File: config.mk
export PLATFORM = sky130hd
export DESIGN_NAME = kernel_prune_stream_flat
export DESIGN_NICKNAME = d
export VERILOG_FILES = /design/src/rtl/kernel_prune_stream_if.sv /design/src/rtl/kernel_prune_stream.sv /design/src/flat_wrapper.sv
export SDC_FILE = /design/constraint.sdc
export NUM_CORES = 1
export LEC_CHECK = 0
export CELL_PAD_IN_SITES_DETAIL_PLACEMENT = 0
export CELL_PAD_IN_SITES_GLOBAL_PLACEMENT = 1
export CORE_ASPECT_RATIO = 1.4
export CORE_MARGIN = 5
export CORE_UTILIZATION = 25
export DETAILED_ROUTE_END_ITERATION = 10
export PLACE_DENSITY_LB_ADDON = 0.1
export SLEW_MARGIN = 10
export SYNTH_ARGS = -nofsm -noshare
export SYNTH_HDL_FRONTEND = slang
export SYNTH_SLANG_ARGS = --single-unit
export TNS_END_PERCENT = 5
File: constraint.sdc
create_clock -name clk -period 4.4 [get_ports clk]
set_input_delay 0.88 -clock clk [delete_from_list [all_inputs] [get_ports clk]]
set_output_delay 0.88 -clock clk [all_outputs]
set_load 0.005 [all_outputs]
File: src/rtl/kernel_prune_stream_if.sv
// kernel_prune_stream_if: weight-in / packed-kernel-out handshake bundle.
interface kernel_prune_stream_if #(
    parameter int DATA_W = 8,
    parameter int TAPS   = 9
);
    localparam int CNT_W = $clog2(TAPS + 1);
    logic                   in_valid;
    logic                   in_ready;
    logic [DATA_W-1:0]      in_data;
    logic                   out_valid;
    logic                   out_ready;
    logic [TAPS*DATA_W-1:0] out_kernel;
    logic [TAPS-1:0]        out_mask;
    logic [CNT_W-1:0]       out_nz;
    modport master (
        output in_valid, in_data, out_ready,
        input  in_ready, out_valid, out_kernel, out_mask, out_nz
    );
    modport slave (
        input  in_valid, in_data, out_ready,
        output in_ready, out_valid, out_kernel, out_mask, out_nz
    );
endinterface

File: src/rtl/kernel_prune_stream.sv
// kernel_prune_stream: zeroes weights below a threshold and packs TAPS of them per kernel; statistics enabled by KPRUNE_STATS_EN.
module kernel_prune_stream #(
    parameter int DATA_W = 8,
    parameter int TAPS   = 9,
    parameter int STAT_W = 32
) (
    input  logic              clk,
    input  logic              rst,
    input  logic              prune_en,
    input  logic [DATA_W-1:0] thresh,
    kernel_prune_stream_if.slave s
`ifdef KPRUNE_STATS_EN
    ,
    input  logic              stat_clr,
    output logic [STAT_W-1:0] stat_kernels,
    output logic [STAT_W-1:0] stat_pruned
`endif
);
    localparam int CNT_W = $clog2(TAPS + 1);
    localparam int IDX_W = (TAPS > 1) ? $clog2(TAPS) : 1;
    typedef enum logic {FILL, HOLD} state_t;
    state_t                 state_q, state_d;
    logic [IDX_W-1:0]       idx_q, idx_d;
    logic [DATA_W-1:0]      thr_q, thr_d;
    logic                   pen_q, pen_d;
    logic [TAPS*DATA_W-1:0] kernel_q, kernel_d;
    logic [TAPS-1:0]        mask_q, mask_d;
    logic [CNT_W-1:0]       nz_q, nz_d;
    logic [CNT_W-1:0]       prc_q, prc_d;
    logic                   fire_in, fire_out, first, last;
    logic [DATA_W-1:0]      eff_thr, w, w_out;
    logic                   eff_pen, kill, nz_bit, pr_bit;
    logic [DATA_W:0]        mag;
    assign s.in_ready   = (state_q == FILL) && !rst;
    assign s.out_valid  = (state_q == HOLD);
    assign s.out_kernel = kernel_q;
    assign s.out_mask   = mask_q;
    assign s.out_nz     = nz_q;
    assign fire_in  = s.in_valid && s.in_ready;
    assign fire_out = s.out_valid && s.out_ready;
    assign first    = (idx_q == '0);
    assign last     = (idx_q == IDX_W'(TAPS - 1));
    // Parameters are taken live on the first weight so that weight already uses them.
    assign eff_thr = first ? thresh : thr_q;
    assign eff_pen = first ? prune_en : pen_q;
    assign w       = s.in_data;
    assign mag     = w[DATA_W-1] ? -{w[DATA_W-1], w} : {1'b0, w};
    assign kill    = eff_pen && (mag < {1'b0, eff_thr});
    assign w_out   = kill ? '0 : w;
    assign nz_bit  = (w_out != '0);
    assign pr_bit  = kill && (w != '0);
    always_comb begin
        state_d  = state_q;
        idx_d    = idx_q;
        thr_d    = thr_q;
        pen_d    = pen_q;
        kernel_d = kernel_q;
        mask_d   = mask_q;
        nz_d     = nz_q;
        prc_d    = prc_q;
        if (fire_in) begin
            thr_d    = eff_thr;
            pen_d    = eff_pen;
            kernel_d = {kernel_q[(TAPS-1)*DATA_W-1:0], w_out};
            mask_d   = {mask_q[TAPS-2:0], nz_bit};
            nz_d     = (first ? '0 : nz_q) + CNT_W'(nz_bit);
            prc_d    = (first ? '0 : prc_q) + CNT_W'(pr_bit);
            idx_d    = last ? '0 : idx_q + IDX_W'(1);
            state_d  = last ? HOLD : FILL;
        end
        if (fire_out) state_d = FILL;
    end
    always_ff @(posedge clk or posedge rst) begin
        if (rst) begin
            state_q  <= FILL;
            idx_q    <= '0;
            thr_q    <= '0;
            pen_q    <= 1'b0;
            kernel_q <= '0;
            mask_q   <= '0;
            nz_q     <= '0;
            prc_q    <= '0;
        end else begin
            state_q  <= state_d;
            idx_q    <= idx_d;
            thr_q    <= thr_d;
            pen_q    <= pen_d;
            kernel_q <= kernel_d;
            mask_q   <= mask_d;
            nz_q     <= nz_d;
            prc_q    <= prc_d;
        end
    end
`ifdef KPRUNE_STATS_EN
    logic [STAT_W-1:0] stat_k_q, stat_k_d, stat_p_q, stat_p_d;
    logic [STAT_W:0]   k_sum, p_sum;
    assign k_sum = {1'b0, stat_k_q} + (STAT_W+1)'(1);
    assign p_sum = {1'b0, stat_p_q} + (STAT_W+1)'(prc_q);
    assign stat_kernels = stat_k_q;
    assign stat_pruned  = stat_p_q;
    always_comb begin
        stat_k_d = stat_clr ? '0 : !fire_out ? stat_k_q : k_sum[STAT_W] ? '1 : k_sum[STAT_W-1:0];
        stat_p_d = stat_clr ? '0 : !fire_out ? stat_p_q : p_sum[STAT_W] ? '1 : p_sum[STAT_W-1:0];
    end
    always_ff @(posedge clk or posedge rst) begin
        if (rst) begin
            stat_k_q <= '0;
            stat_p_q <= '0;
        end else begin
            stat_k_q <= stat_k_d;
            stat_p_q <= stat_p_d;
        end
    end
`endif
endmodule
File: src/flat_wrapper.sv
// flat-port wrapper written by rule: the top's interface ports become plain ports
module kernel_prune_stream_flat 
#(
    parameter int DATA_W = 8,
    parameter int TAPS   = 9,
    parameter int STAT_W = 32
)
  (clk, rst, prune_en, thresh, s_in_valid, s_in_data, s_out_ready, s_in_ready, s_out_valid, s_out_kernel, s_out_mask, s_out_nz);
  kernel_prune_stream_if #(.DATA_W(DATA_W), .TAPS(TAPS)) s_i ();
  input  logic clk;
  input  logic rst;
  input  logic prune_en;
  input  logic [DATA_W-1:0] thresh;
  input wire logic [$bits(s_i.in_valid)-1:0] s_in_valid;
  input wire logic [$bits(s_i.in_data)-1:0] s_in_data;
  input wire logic [$bits(s_i.out_ready)-1:0] s_out_ready;
  output wire logic [$bits(s_i.in_ready)-1:0] s_in_ready;
  output wire logic [$bits(s_i.out_valid)-1:0] s_out_valid;
  output wire logic [$bits(s_i.out_kernel)-1:0] s_out_kernel;
  output wire logic [$bits(s_i.out_mask)-1:0] s_out_mask;
  output wire logic [$bits(s_i.out_nz)-1:0] s_out_nz;
  assign s_i.in_valid = s_in_valid;
  assign s_i.in_data = s_in_data;
  assign s_i.out_ready = s_out_ready;
  assign s_in_ready = s_i.in_ready;
  assign s_out_valid = s_i.out_valid;
  assign s_out_kernel = s_i.out_kernel;
  assign s_out_mask = s_i.out_mask;
  assign s_out_nz = s_i.out_nz;
  kernel_prune_stream #(.DATA_W(DATA_W), .TAPS(TAPS), .STAT_W(STAT_W)) u_core (.clk(clk), .rst(rst), .prune_en(prune_en), .thresh(thresh), .s(s_i));
endmodule
# Word-level counts from Yosys, hierarchy flattened
# Cells that the tools add are included.
[word_totals] ff_bits=99 output_inout_bits=87
[op_classes] n_addsub=3 order_cmp=1 n_eq_ne=1 n_mux=9 bitwise=1 reduce_logical=8
[op_table] cell="8-bit 2-to-1 mux" count=2
[op_table] cell="9-bit by 8-bit less-than comparator with 1-bit output" count=1
[op_table] cell="9-bit 2-to-1 mux" count=1
[op_table] cell="9-bit negator" count=1
[op_table] cell="4-bit 2-to-1 mux" count=2
[op_table] cell="8-bit nonzero test" count=1
[op_table] cell="4-bit by 1-bit adder with 4-bit output" count=1
[op_table] cell="4-bit by 1-bit adder with 4-bit output, second input constant" count=1
[op_table] cell="4-bit equality test, second input constant" count=1
[op_table] cell="1-bit logical AND" count=4
[op_table] cell="4-bit logical NOT" count=1
[op_table] cell="1-bit 2-to-1 mux" count=4
[op_table] cell="2-bit nonzero test" count=1
[op_table] cell="1-bit logical NOT" count=1
[op_table] cell="1-bit inverter" count=1

# Longest topological paths before layout
# Gate-level depths: netlist of run 1.
[logic_depth] word_depth=7 depth_mapped=17 depth_no_buf=16

# Least setup slack after synthesis of run 1
# Ideal clock, no wire load.
[synth_timing] kind="in2reg" from="input port s_in_data[1]" to="register u_core.nz_q[2] (netlist: u_core.s.out_nz[2])" setup_ns=0.066 t_arrival_ns=3.214 required_time_ns=4.334 setup_slack_ns=1.121 cell_stages=15 n_path_buf=1 cell_sequence="inv_1 > ha_1 > nand2_1 > o31ai_1 > xnor2_1 > ha_1 > a21o_1 > a221oi_1 > and3_1 > buf_4 > nor2_1 > ha_1 > ha_1 > o21ai_0 > a22o_1"
[synth_via] elab_chain_cells=7
[synth_rtl] element="from (decl)" line_no="flat_wrapper.sv:15" rtl="input wire logic [$bits(s_i.in_data)-1:0] s_in_data;"
[synth_rtl] element="9-bit negator" line_no="kernel_prune_stream.sv:47" rtl="assign mag = w[DATA_W-1] ? -{w[DATA_W-1], w} : {1'b0, w};"
[synth_rtl] element="9-bit 2-to-1 mux" line_no="kernel_prune_stream.sv:47"
[synth_rtl] element="9-bit by 8-bit less-than comparator with 1-bit output" line_no="kernel_prune_stream.sv:48" rtl="assign kill = eff_pen && (mag < {1'b0, eff_thr});"
[synth_rtl] element="1-bit logical AND" line_no="kernel_prune_stream.sv:48"
[synth_rtl] element="8-bit 2-to-1 mux *" line_no="kernel_prune_stream.sv:49" rtl="assign w_out = kill ? '0 : w;"
[synth_rtl] element="8-bit nonzero test *" line_no="kernel_prune_stream.sv:50" rtl="assign nz_bit = (w_out != '0);"
[synth_rtl] element="named net u_core.nz_bit" line_no="kernel_prune_stream.sv:32" rtl="logic eff_pen, kill, nz_bit, pr_bit;"
[synth_rtl] element="4-bit by 1-bit adder with 4-bit output *" line_no="kernel_prune_stream.sv:66" rtl="nz_d = (first ? '0 : nz_q) + CNT_W'(nz_bit);"
[synth_rtl] element="to (signal assigned)" line_no="kernel_prune_stream.sv:90" rtl="nz_q <= nz_d;"
[synth_rtl] element="to (decl)" line_no="kernel_prune_stream.sv:28" rtl="logic [CNT_W-1:0] nz_q, nz_d;"
# Mark *: on every way through the listed nets, which the timed path passes. The rest lies on a longest branch.
# A chain may end at the register's enable or synchronous reset.

# Final worst setup path of run 1
[layout_timing] from="input port s_in_data[0]" to="register u_core.nz_q[2] (netlist: u_core.s.out_nz[2])"
# Same word-level chain as after synthesis.

==> impl_metrics.csv, run 1 <==
group,metric,value,unit
status,run_status,"completed",
detailed_routing,wire_per_inst,14.95,um
detailed_routing,drt_iter0_drc,194,
power_and_ir_drop,leakage,0.002845,uW
cts,cts_max_level,3,
global_route,grt_max_degree,92,
cts,cts_resized,0,
worst_setup_path,cp_slowest_cell,"clkdlybuf4s50_1",
global_route,grt_first_pass_wirelength,19.11,mm
global_route,grt_use_total,12.42,%
power_and_ir_drop,switching_share,32.85,%
worst_setup_path,cp_cell_sequence,"clkdlybuf4s50_1, inv_1, ha_1, nand2_1, o31ai_1, xnor2_1, ha_1, a21o_1, a221oi_1, and3_1, nor2_1, ha_1, ha_1, o21ai_0, a22o_1",
timing,fmax,279.4,MHz
placed_design,gp_congestion,0.8144,
worst_setup_path,arrival,3.87,ns
floorplan,coreArea,16680,um2
timing,fin_crit,3.579,ns
timing,slew_headroom,31.49,%
power_and_ir_drop,p_per_area,700.1,nW/um2
timing,tightest_slew,1.028,ns
detailed_routing,antenna_left,0,
worst_hold_path,hold_path_depth,2,
finish,n_antenna_cell,0,
floorplan,start_util,25.37,%
timing,setup_tns,0,ns
detailed_routing,via_count,3396,
detailed_routing,routed_wl,11.56,mm
cts,cts-root-buf,"clkbuf_16",
finish,mostFrequentLayoutCells,"250 x nand2_1, 107 x clkdlybuf4s50_1, 99 x dfrtp_1",
detailed_routing,vias_per_cell,4.393,
finish,fin_util,34.99,%
global_route,overflow,0,
finish,ff_latch_area,2477,um2
yosys,ys_seq_area_share,58.56,%
timing,hold_viol_final,0,
finish,fillers,1767,
timing,rsz0062_at_grt,"false",
power_and_ir_drop,power_frac_comb,38.2,%
global_route,antenna_found_initial,0,
cts,numCtsBuffers,9,
global_route,met1_usage,14.57,%
cts,cts_tree,"yes",
worst_setup_path,cpMostUsedCell,"ha_1",
detailed_routing,post-route-drc-count,0,
detailed_routing,drt_first_pass_iters,4,
finish,drive_above_1_share,5.614,%
cts,hold_buffers,0,
power_and_ir_drop,power.switching,1342,uW
timing,period_share,81.34,%
finish,area_growth_syn_to_layout,37.95,%
worst_setup_path,rr_worst_depth,13,
placed_design,dpl.hpwl,7.879,mm
yosys,synth-seq-cells,99,
power_and_ir_drop,clkPwrFrac,21.2,%
yosys,synth_cells,464,
worst_setup_path,critPathLaunchType,"input port",
yosys,yosysWarnings,0,
cts,cts_setup_buffers,0,
cts,clock_sinks,99,
floorplan,die_y,163.9,um
floorplan,die_w,119.9,um
finish,fin_nets,599,
floorplan,rows,56,
job,drv_cap,0,
worst_setup_path,cp.required,4.69,ns
cts,clockBufferDepth,2,
worst_setup_path,cp-end-kind,"flop",
cts,cts.reportedPaths.clkPinSlew,0.06,ns
timing,slew_violations,0,
yosys,syn_avg_cell_area,9.117,um2
worst_setup_path,worstSetupPathType,"input port to flop",
finish,multi_input_area,1642,um2
global_route,met3_usage,3.445,%
power_and_ir_drop,seq_power_share,40.6,%
global_route,grt_pass1_vias,3577,
yosys,synth_cell_types,31,
worst_hold_path,min_path_type,"flop to flop",
floorplan,die-area,19660,um2
placed_design,numPortBuffers,107,
yosys,synthesis.nets,497,
floorplan,io-pin-count,108,
worst_setup_path,worstPathMaxFanout,4,
power_and_ir_drop,p_int,2744,uW
worst_setup_path,slowest_delay,0.49,ns
yosys,synth_area,4230,um2
power_and_ir_drop,peakVddDrop,0.2403,mV
global_route,grt_use_met2,21.26,%
finish,layout_commonest_cell,"nand2_1",
cts,insertion_delay,0.35,ns
global_route,grt-busiest-layer,"met2",
timing,fin_skew,0.009212,ns
timing,setup_viol,0,
## worst max-delay path, delay by kind of cell
family	cells	cell delay, ns
adder cells (fa/ha/maj)	4	0.84
buffers and inverters	2	0.61
XOR/XNOR	1	0.15
AND/OR/NAND/NOR	3	0.35
AO/OA/AOI/OAI	5	1.02
## layer usage
metal	routed length, um	vias to the layer above
met5	0	-
met4	175	0
met3	613	12
met2	5903	81
met1	4867	1623
li1	-	1680
## synth_stat cells
cell type | number | area share, %
a221oi_1 | 1 | 0.21
a211oi_1 | 1 | 0.18
ha_1 | 12 | 3.5
o2111ai_1 | 1 | 0.21
nand3_1 | 3 | 0.35
buf_4 | 1 | 0.18
xnor2_1 | 5 | 1.0
mux2i_1 | 8 | 1.9
inv_1 | 7 | 0.62
nand3b_1 | 1 | 0.18
a21oi_1 | 3 | 0.35
nor4b_1 | 1 | 0.21
nor3_1 | 3 | 0.35
clkbuf_1 | 14 | 1.2
nor4_1 | 1 | 0.15
nor2_1 | 4 | 0.35
o31ai_1 | 5 | 0.89
o22ai_1 | 2 | 0.30
o21ai_1 | 6 | 0.71
nand2_1 | 251 | 22
and2_1 | 1 | 0.15
nor3b_4 | 1 | 0.44
a22o_1 | 2 | 0.41
and3_1 | 1 | 0.15
mux2_2 | 8 | 2.1
buf_2 | 7 | 0.83
nand2b_1 | 1 | 0.15
nor2b_1 | 2 | 0.30
o21ai_0 | 8 | 0.95
dfrtp_1 | 99 | 59
a21o_1 | 4 | 0.71
## registers in the layout, indices dropped and copies added (netlist names)
| signal | count |
|---|---|
| u_core.s.out_mask | 9 |
| u_core.idx_q | 4 |
| u_core.s.out_nz | 4 |
| u_core.thr_q | 8 |
| u_core.s.out_kernel | 72 |
| u_core.pen_q | 1 |
| u_core.s.out_valid | 1 |
## area by class of cell
class / count / area share, %
Clock buffer: 10 / 3.924
Multi-Input combinational cell: 336 / 28.13
Tap cell: 203 / 4.352
Clock inverter: 5 / 1.479
Timing Repair Buffer: 113 / 19.13
Inverter: 7 / 0.5360
Sequential cell: 99 / 42.45
## power groups by stage
stage,clock network (uW),logic [uW],registers (uW)
6_report,865,1560,1660
3_3_place_gp,0,1590,1680
3_5_place_dp,0,1600,1690
2_1_floorplan,0,616,1640
4_1_cts,896,1610,1680
5_1_grt,930,1760,1730
## kinds of logic after synthesis
kind of cell	Yosys count	share of synthesized area, %
flip-flops	99	58.56
buffers and inverters	29	2.869
AO/OA/AOI/OAI	33	4.910
multiplexers	16	4.023
AND/OR/NAND/NOR	270	25.05
adder cells (fa/ha/maj)	12	3.549
XOR/XNOR	5	1.035
## stage by stage
stage | worst slack (ns) | instances | cell area (um2) | hold WS (ns) | power [uW]
floorplan | 0.9296 | 464 | 4230 | 0.4502 | 2258
global placement | 0.5596 | 758 | 5518 | 0.4586 | 3265
detailed placement | 0.4930 | 758 | 5518 | 0.4616 | 3290
CTS | 0.8610 | 773 | 5833 | 0.4775 | 4181
global route | 0.5751 | 773 | 5836 | 0.4966 | 4421
finish | 0.8212 | 773 | 5836 | 0.4731 | 4086
## path summary, 6_finish.rpt
kind                                                          start                                   to  slack [ns]
min in group asynchronous                                       rst       u_core.s.out_valid$_DFFE_PP0P_        1.08
worst min register to register  u_core.s.out_kernel[66]$_DFFE_PP0P_  u_core.s.out_kernel[66]$_DFFE_PP0P_        0.47
max in group asynchronous                                       rst  u_core.s.out_kernel[46]$_DFFE_PP0P_        2.64
worst min-delay path            u_core.s.out_kernel[66]$_DFFE_PP0P_  u_core.s.out_kernel[66]$_DFFE_PP0P_        0.47
worst max-delay path                                   s_in_data[0]       u_core.s.out_nz[2]$_DFFE_PP0P_        0.82
worst max register to register          u_core.idx_q[0]$_DFFE_PP0P_       u_core.s.out_nz[2]$_DFFE_PP0P_        0.90
(Power assumes the default switching activity.)
==> inputs of run 2 (changes only) <==
clock period = 2.9 ns   (was 4.4 ns; I/O delays follow)
==> run 2 against run 1 <==
Net effect: the flow now finishes with violations (setup timing); sequential share of layout area shrank 3.3 points; final cell count grew 4.5%; utilization is 2.9 points higher; combinational power increased by 79%; routed wire length up 3.5%; clock power increased by 49%; sequential power rose by 52%.
==> impl_metrics.csv, run 2 (synthesis gave the netlist of run 1 again) <==
group,metric,value,unit
worst_setup_path,worstSetupPathType,"flop to flop",
timing,holdWs,0.4711,ns
global_route,antenna_found_initial,0,
finish,layout_commonest_cell,"nand2_1",
floorplan,die_y,163.9,um
timing,fin_crit,2.911,ns
detailed_routing,drt_iter0_drc,159,
floorplan,coreArea,16680,um2
cts,clock_sinks,99,
cts,numCtsBuffers,9,
finish,area_growth_syn_to_layout,49.42,%
cts,cts_tree,"yes",
detailed_routing,post-route-drc-count,0,
worst_hold_path,hold_start,"u_core.s.out_kernel[64]$_DFFE_PP0P_",
global_route,grt_use_total,12.96,%
worst_setup_path,critPathLaunchType,"flop",
cts,cts_max_level,3,
worst_setup_path,cp_cell_sequence,"inv_2, ha_4, nor3b_4, buf_12, mux2i_4, ha_4, a21o_1, a221oi_2, and3_4, nor2_2, ha_2, ha_4, o21ai_2, a22o_1",
power_and_ir_drop,peakVddDrop,0.4112,mV
worst_setup_path,cp.required,3.19,ns
placed_design,dpl.hpwl,8.092,mm
worst_setup_path,worstPathMaxFanout,8,
timing,setup_viol,1,
floorplan,io-pin-count,108,
worst_setup_path,timing.rr.start,"u_core.idx_q[1]$_DFFE_PP0P_",
status,run_status,"complete, but fails checks",
timing,fin_skew,0.007674,ns
global_route,grt_max_degree,100,
floorplan,rows,56,
floorplan,die-area,19660,um2
worst_setup_path,cpMostUsedCell,"ha_4",
worst_setup_path,timing.rr.end,"u_core.s.out_nz[2]$_DFFE_PP0P_",
power_and_ir_drop,p_per_area,1046,nW/um2
worst_setup_path,cp_slowest_cell,"dfrtp_1",
global_route,grt_first_pass_wirelength,19.90,mm
detailed_routing,wire_per_inst,14.81,um
detailed_routing,drt_first_pass_iters,4,
finish,n_antenna_cell,0,
timing,rsz0062_at_grt,"true",
detailed_routing,routed_wl,11.97,mm
worst_hold_path,hold_path_depth,2,
floorplan,die_w,119.9,um
finish,mostFrequentLayoutCells,"248 x nand2_1, 101 x clkdlybuf4s50_1, 99 x dfrtp_1",
timing,hold_viol_final,0,
global_route,overflow,0,
timing,tightest_slew,0.6014,ns
floorplan,start_util,25.37,%
worst_setup_path,rrSetupSlack,-0.01,ns
finish,largest_reg_flops,72,
finish,fin_area,6321,um2
job,drv_cap,0,
power_and_ir_drop,leakage,0.003057,uW
worst_setup_path,cp.depth,14,
placed_design,numPortBuffers,107,
detailed_routing,vias_per_cell,4.361,
worst_setup_path,critical-path-top-delay-family,"adder cells",
finish,fin_nets,633,
worst_hold_path,hold_end,"u_core.s.out_kernel[64]$_DFFE_PP0P_",
timing,slew_violations,0,
global_route,grt_pass1_vias,3835,
cts,cts.reportedPaths.clkPinSlew,0.07,ns
worst_setup_path,slowest_delay,0.39,ns
timing,fmax,343.5,MHz
cts,clockBufferDepth,2,
timing,period_share,100.4,%
timing,slew_headroom,59.91,%
detailed_routing,via_count,3524,
status,violations,"setup timing",
placed_design,placed_area,5742,um2
timing,fin_ws,-0.01096,ns
worst_setup_path,path_buf_inv,2,
cts,insertion_delay,0.35,ns
cts,cts-root-buf,"clkbuf_16",
worst_hold_path,min_path_type,"flop to flop",
detailed_routing,antenna_left,0,
finish,drive_above_1_share,16.03,%
placed_design,gp_congestion,0.8282,
worst_setup_path,rr_worst_depth,14,
worst_setup_path,arrival,3.20,ns
worst_setup_path,cp-end-kind,"flop",
## run 2: changes by cell type in the layout (fill, tap and decap cells not counted), sizes merged, moves of 2 or more
cell and change:
dlygate4sd2 +5, clkbuf +2, clkdlybuf4s50 -6, buf +34, clkinvlp +2
## run 2: through the flow
step                      std cells  setup WS [ns]  power, uW  setup TNS (ns)  util [%]
final                           808       -0.01096       6613        -0.01096     37.91
after global routing            808        -0.1314       7154         -0.3095     37.91
after CTS                       804        0.02705       6642               0     37.31
after detailed placement        781        -0.6435       5106          -3.815     34.43
after global placement          781        -0.5254       5054          -2.735     34.43
after floorplan                 464        -0.2226       3429         -0.4922         -
## run 2: metal layers
metal  global-route usage, %  up-vias  share of wire (%)
li1                        -     1757                  -
met1                   14.89     1667                 42
met2                   22.64       84                 50
met3                   3.548       16                5.2
met4                   5.472        0                2.1
met5                       0        -                  0
## run 2: worst max path at each step
stage	startpoint	endpoint	slack, ns
2_1_floorplan	u_core.idx_q[0]$_DFFE_PP0P_	u_core.s.out_nz[2]$_DFFE_PP0P_	-0.22
3_3_place_gp	s_in_data[0]	u_core.s.out_nz[2]$_DFFE_PP0P_	-0.53
3_5_place_dp	s_in_data[0]	u_core.s.out_nz[2]$_DFFE_PP0P_	-0.64
4_1_cts	u_core.idx_q[1]$_DFFE_PP0P_	u_core.s.out_nz[2]$_DFFE_PP0P_	0.03
5_1_grt	u_core.idx_q[1]$_DFFE_PP0P_	u_core.s.out_nz[2]$_DFFE_PP0P_	-0.13
6_report	u_core.idx_q[1]$_DFFE_PP0P_	u_core.s.out_nz[2]$_DFFE_PP0P_	-0.01
## run 2: timing repair
| item | CTS | global route |
|---|---|---|
| pin swaps | 16 | 9 |
| hold buffers | 0 | 0 |
| setup buffers | 7 | 4 |
| resized for setup | 31 | 13 |
| setup endpoints to repair | 3 | 3 |
## run 2: layout make-up
cell class                      instances  area, um2
Tap cell                              203      254.0
Fill cell                            1742      10350
Timing Repair Buffer                  147       1418
Clock inverter                          4      55.05
Sequential cell                        99       2477
Clock buffer                           12      266.5
Multi-Input combinational cell        336       1821
Inverter                                7      30.03
## run 2: worst reg2reg max path, delay by kind of cell, from the launching register on
family	cells	cell delay (ns)
compound gates	4	0.69
fa+ha+maj	4	0.73
buf+inv	2	0.26
flops	1	0.39
mux	1	0.27
simple gates	3	0.50
## run 2: power by group
part | leakage [uW] | switching [uW] | internal, uW
Clock | 0.000156 | 543 | 746
Sequential | 0.00129 | 520 | 2010
Combinational | 0.00161 | 1100 | 1700
==> variant 1: new RTL, settings of run 2 <==
`DATA_W` is set to 8 in 3 places; all go to 12.
--- a/src/rtl/kernel_prune_stream_if.sv
+++ b/src/rtl/kernel_prune_stream_if.sv
@@ -1,5 +1,5 @@
 // kernel_prune_stream_if: weight-in / packed-kernel-out handshake bundle.
 interface kernel_prune_stream_if #(
-    parameter int DATA_W = 8,
+    parameter int DATA_W = 12,
     parameter int TAPS   = 9
 );
--- a/src/rtl/kernel_prune_stream.sv
+++ b/src/rtl/kernel_prune_stream.sv
@@ -1,5 +1,5 @@
 // kernel_prune_stream: zeroes weights below a threshold and packs TAPS of them per kernel; statistics enabled by KPRUNE_STATS_EN.
 module kernel_prune_stream #(
-    parameter int DATA_W = 8,
+    parameter int DATA_W = 12,
     parameter int TAPS   = 9,
     parameter int STAT_W = 32
--- a/src/flat_wrapper.sv
+++ b/src/flat_wrapper.sv
@@ -2,5 +2,5 @@
 module kernel_prune_stream_flat 
 #(
-    parameter int DATA_W = 8,
+    parameter int DATA_W = 12,
     parameter int TAPS   = 9,
     parameter int STAT_W = 32
Ports: changed (resized s_in_data, s_out_kernel and thresh); port bits go from 108 to 152. No check against the original RTL was run, so the function may have changed too.
==> variant 1 against run 2 <==
- the flow still finishes with violations (setup timing)
- total power grew 46%
- clock skew increased by 0.0074 ns
- synthesized area increased by 42%
- utilization increased by 0.20 points
- cell count increased by 43%
- worst setup slack got worse by 0.025 ns
- wire length grew 47%
- sequential cell count is 40 higher
- register-to-register slack got worse by 0.02 ns
- die area up 38%
- synthesized cell count up 41%
- via count is 41% higher
- design area increased by 44%
- critical endpoint unchanged
- largest cell class unchanged
- largest power group unchanged
==> variant 1: results (changes against run 2) <==
metric	value	unit	change
cts_resized	52		+68%
multi_input_gates	475		+41%
seq-power	3.55	mW	+40%
seqPwrFrac	0.368		-0.014
fin_hold_ws	0.474	ns	+0.00284 ns
wl	17600	um	+47%
grt_pass1_vias	5153		+34%
num-clock-buffers	19		+7
stdcell_area	9070	um2	+44%
min_from	u_core.s.out_kernel[103]		
nNonClkBuffers	196		+33%
r2r_cells	15		+1
r2r_start	u_core.idx_q[0]		
postCtsSetupBuffers	2		-5
vias	4958		+41%
multi_input_area	2670	um2	+47%
fin_setup_tns	-0.0364	ns	-0.0254 ns
hpwlAfterDp	12300	um	+51%
yosys-top-cells-area	dfrtp_1 58%, nand2_1 22%, ha_1 3.3%		
placed_cell_area	8120	um2	+41%
ys_seq_area_frac	0.580		-0.00525
seq-cell-share	0.383		-0.00853
regToRegSetupSlack	-0.03	ns	-0.02 ns
arrival	3.23	ns	+0.03 ns
timing.final.ws_setup	-0.0364	ns	-0.0254 ns
postSynthNetCount	697		+40%
p_int	6.41	mW	+44%
powerComb	3.86	mW	+38%
via_per_inst	4.28		-1.8%
inv_count	6		-1
num-nets-final	880		+39%
clkCellAreaFrac	0.0659		+0.0151
largest_reg_flops	108		+50%
cts_buffers	17		+8
buffer_area_frac	0.210		-0.0138
crit_start	s_in_data[5]		
clock_latency	0.42	ns	+0.07 ns
io_buffers	151		+41%
status	finished, violations left		
drive_gt1_frac	0.166		+0.00594
fillers	2446		+40%
clock-skew-final	0.0151	ns	+0.00744 ns
drt_iter0_drc	170		+6.9%
setup_viol	1		unchanged
violations	setup timing		
path_max_fanout	3		-5
synth.avg_cell_area	9.19	um2	+0.82%
hold_end	u_core.s.out_kernel[103]		
p_leak	4.31	nW	+41%
cts_htree_levels	4		+1
synth_common_cells	356 x nand2_1, 139 x dfrtp_1, 18 x clkbuf_1		
grt_start_max_net_pins	95		-5.0%
vdd_drop_max	411	uV	about the same
worst_pin_slew	0.544	ns	-0.0576 ns
## variant 1: critical path, cell delays in order
cell           delay, ns
dlygate4sd2_1       0.26
nor3_2              0.21
nand4_1             0.18
buf_4               0.19
buf_4               0.12
nand2_1             0.07
xnor2_1             0.08
ha_1                0.30
nand2_2             0.08
nor4_4              0.23
o21ai_2             0.09
o211a_4             0.15
nor2_4              0.12
ha_4                0.15
ha_4                0.13
o21ai_2             0.05
a22o_1              0.24
## variant 1: per-layer routing
layer / vias up / GRT usage / routed length [um]
li1: 2443 / - / -
met1: 2369 / 0.159 / 7230
met2: 126 / 0.226 / 8920
met3: 20 / 0.0454 / 1140
met4: 0 / 0.0399 / 310
met5: - / 0 / 0
## variant 1: logic make-up after synthesis
family	after synthesis	synth area share
and+or+nand+nor	379	0.246
DFF	139	0.580
AOI/OAI and AO/OA	44	0.0507
buffers and inverters	38	0.0288
muxes	27	0.0480
adders and majority gates	16	0.0334
xor gates and xnor gates	9	0.0132
==> variant 2: new RTL, flow settings as in run 2 <==
Without the edit above. Compare `idx_q` against `IDX_W'(TAPS - 1)` with >= in place of ==.
--- a/src/rtl/kernel_prune_stream.sv
+++ b/src/rtl/kernel_prune_stream.sv
@@ -40,5 +40,5 @@
     assign fire_out = s.out_valid && s.out_ready;
     assign first    = (idx_q == '0);
-    assign last     = (idx_q == IDX_W'(TAPS - 1));
+    assign last     = (idx_q >= IDX_W'(TAPS - 1));
     // Parameters are taken live on the first weight so that weight already uses them.
     assign eff_thr = first ? thresh : thr_q;
Behaviour: same outputs for any inputs over 4 cycles, from zero or initial values and one cycle with rst high; that may be too few to reach the edited logic, so the function may still have changed.
==> variant 2 against run 2 <==
- worst setup slack better by 0.023 ns
- non-clock buffer count decreased by 9
- design area shrank 4.1%
- sequential cell count is the same
- wire length is 3.2% lower
- register-to-register slack better by 0.07 ns
- first-iteration DRC count rose by 45%
- global-route usage down 0.81 points
- critical path depth grew 2
- synthesized area shrank 0.33%
- total power shrank 16%
- highest routed layer unchanged
==> variant 2: results (changes against run 2) <==
metric	value	unit	change
drive_gt1_frac	0.125		-0.0358
synth_cell_types	32		+3.2%
fillers	1759		+0.98%
place_inst	779		-0.26%
max_stage_delay	0.54	ns	+0.15 ns
drt_iter0_drc	231		+45%
via_per_inst	4.35		-0.26%
clock-skew-final	0.00739	ns	-0.000280 ns
synthMuxAreaShare	0.0430		+0.00280
crit_slowest_cell	or4_4		
postSynthNetCount	495		-0.40%
grt_pass1_vias	3650		-4.8%
status	completed		
grt_start_max_net_pins	84		-16%
synth_common_cells	248 x nand2_1, 99 x dfrtp_1, 12 x clkbuf_1, 12 x ha_1, 10 x o21ai_0		
p_leak	2.99	nW	-2.2%
path_max_fanout	2		-6
grt_pass1_wl	18700	um	-6.0%
slew_headroom	0.711		+0.112
yosys-top-cells-area	dfrtp_1 59%, nand2_1 22%, ha_1 3.6%		
cp_top_family	simple AND/OR/NAND/NOR gates		
num-nets-final	623		-1.6%
fin_cells	797		-1.4%
synthXorXnorAreaFrac	0.0104		+0.0000338
grt_usage	0.122		-0.00809
hpwlAfterDp	8160	um	+0.89%
routabilityCongestion	0.788		-4.9%
synthAdderAreaFrac	0.0356		+0.000116
synth_compound_area_frac	0.0448		-0.00429
syn_inst	462		-0.43%
==> variant 2: repair_timing <==
item	CTS	global route
setup buffers	2	1
setup endpoints to repair	4	3
resized for setup	27	3
pin swaps	11	3
==> variant 2: worst register-to-register path: cells and delay by family, from the launching register on <==
family	cells	cell delay, ns
adders and majority gates	4	0.70
AOI/OAI and AO/OA	4	0.45
muxes	1	0.25
and+or+nand+nor	4	0.58
DFF	1	0.38
buffers and inverters	3	0.38
==> variant 2: logic make-up after synthesis <==
kind of cell               after synthesis
and+or+nand+nor                        268
DFF                                     99
AOI/OAI and AO/OA                       31
buffers and inverters                   30
muxes                                   17
adders and majority gates               12
xor gates and xnor gates                 5
==> variant 2: layout make-up <==
class / count / area share
flip-flops and latches: 99 / 0.409
inverters: 9 / 0.00619
clock inverters: 5 / 0.00475
well taps: 203 / 0.0419
multi-input cells: 333 / 0.277
clock buffers: 10 / 0.0394
repair buffers: 138 / 0.222
==> variant 2: per-layer routing <==
layer / global-route usage / wire (um)
met5: 0 / 0
met4: 0.0500 / 223
met3: 0.0367 / 633
met2: 0.216 / 5840
met1: 0.135 / 4890
==> variant 2: power by group through the flow <==
stage | sequential (mW) | clock, mW | combinational, mW
after floorplan | 2.28 | 0 | 0.813
final | 2.30 | 1.13 | 2.14
after global placement | 2.33 | 0 | 2.09
after CTS | 2.31 | 1.18 | 2.17
after global routing | 2.38 | 1.23 | 2.39
after detailed placement | 2.34 | 0 | 2.11
==> variant 2: stage by stage <==
| stage | setup WS [ns] | hold WS [ns] | cell area (um2) | util |
|---|---|---|---|---|
| after floorplan | -0.209 | 0.450 | 4220 | - |
| after global placement | -0.692 | 0.458 | 5740 | 0.344 |
| after detailed placement | -0.782 | 0.464 | 5740 | 0.344 |
| after CTS | 0.00838 | 0.481 | 6040 | 0.362 |
| after global routing | -0.135 | 0.487 | 6060 | 0.364 |
| final | 0.0117 | 0.474 | 6060 | 0.364 |
==> variant 2: final timing paths <==
kind                                    startpoint                       to  slack (ns)  cells past startpoint
setup / recovery                      s_in_data[4]       u_core.s.out_nz[2]        0.01                     16
hold / removal             u_core.s.out_kernel[66]  u_core.s.out_kernel[66]        0.47                      2
setup reg to reg                   u_core.idx_q[0]       u_core.s.out_nz[2]        0.06                     16
hold reg to reg            u_core.s.out_kernel[66]  u_core.s.out_kernel[66]        0.47                      2
max in group asynchronous                      rst  u_core.s.out_kernel[32]        1.71                      3
min in group asynchronous                      rst       u_core.s.out_valid        0.62                      2
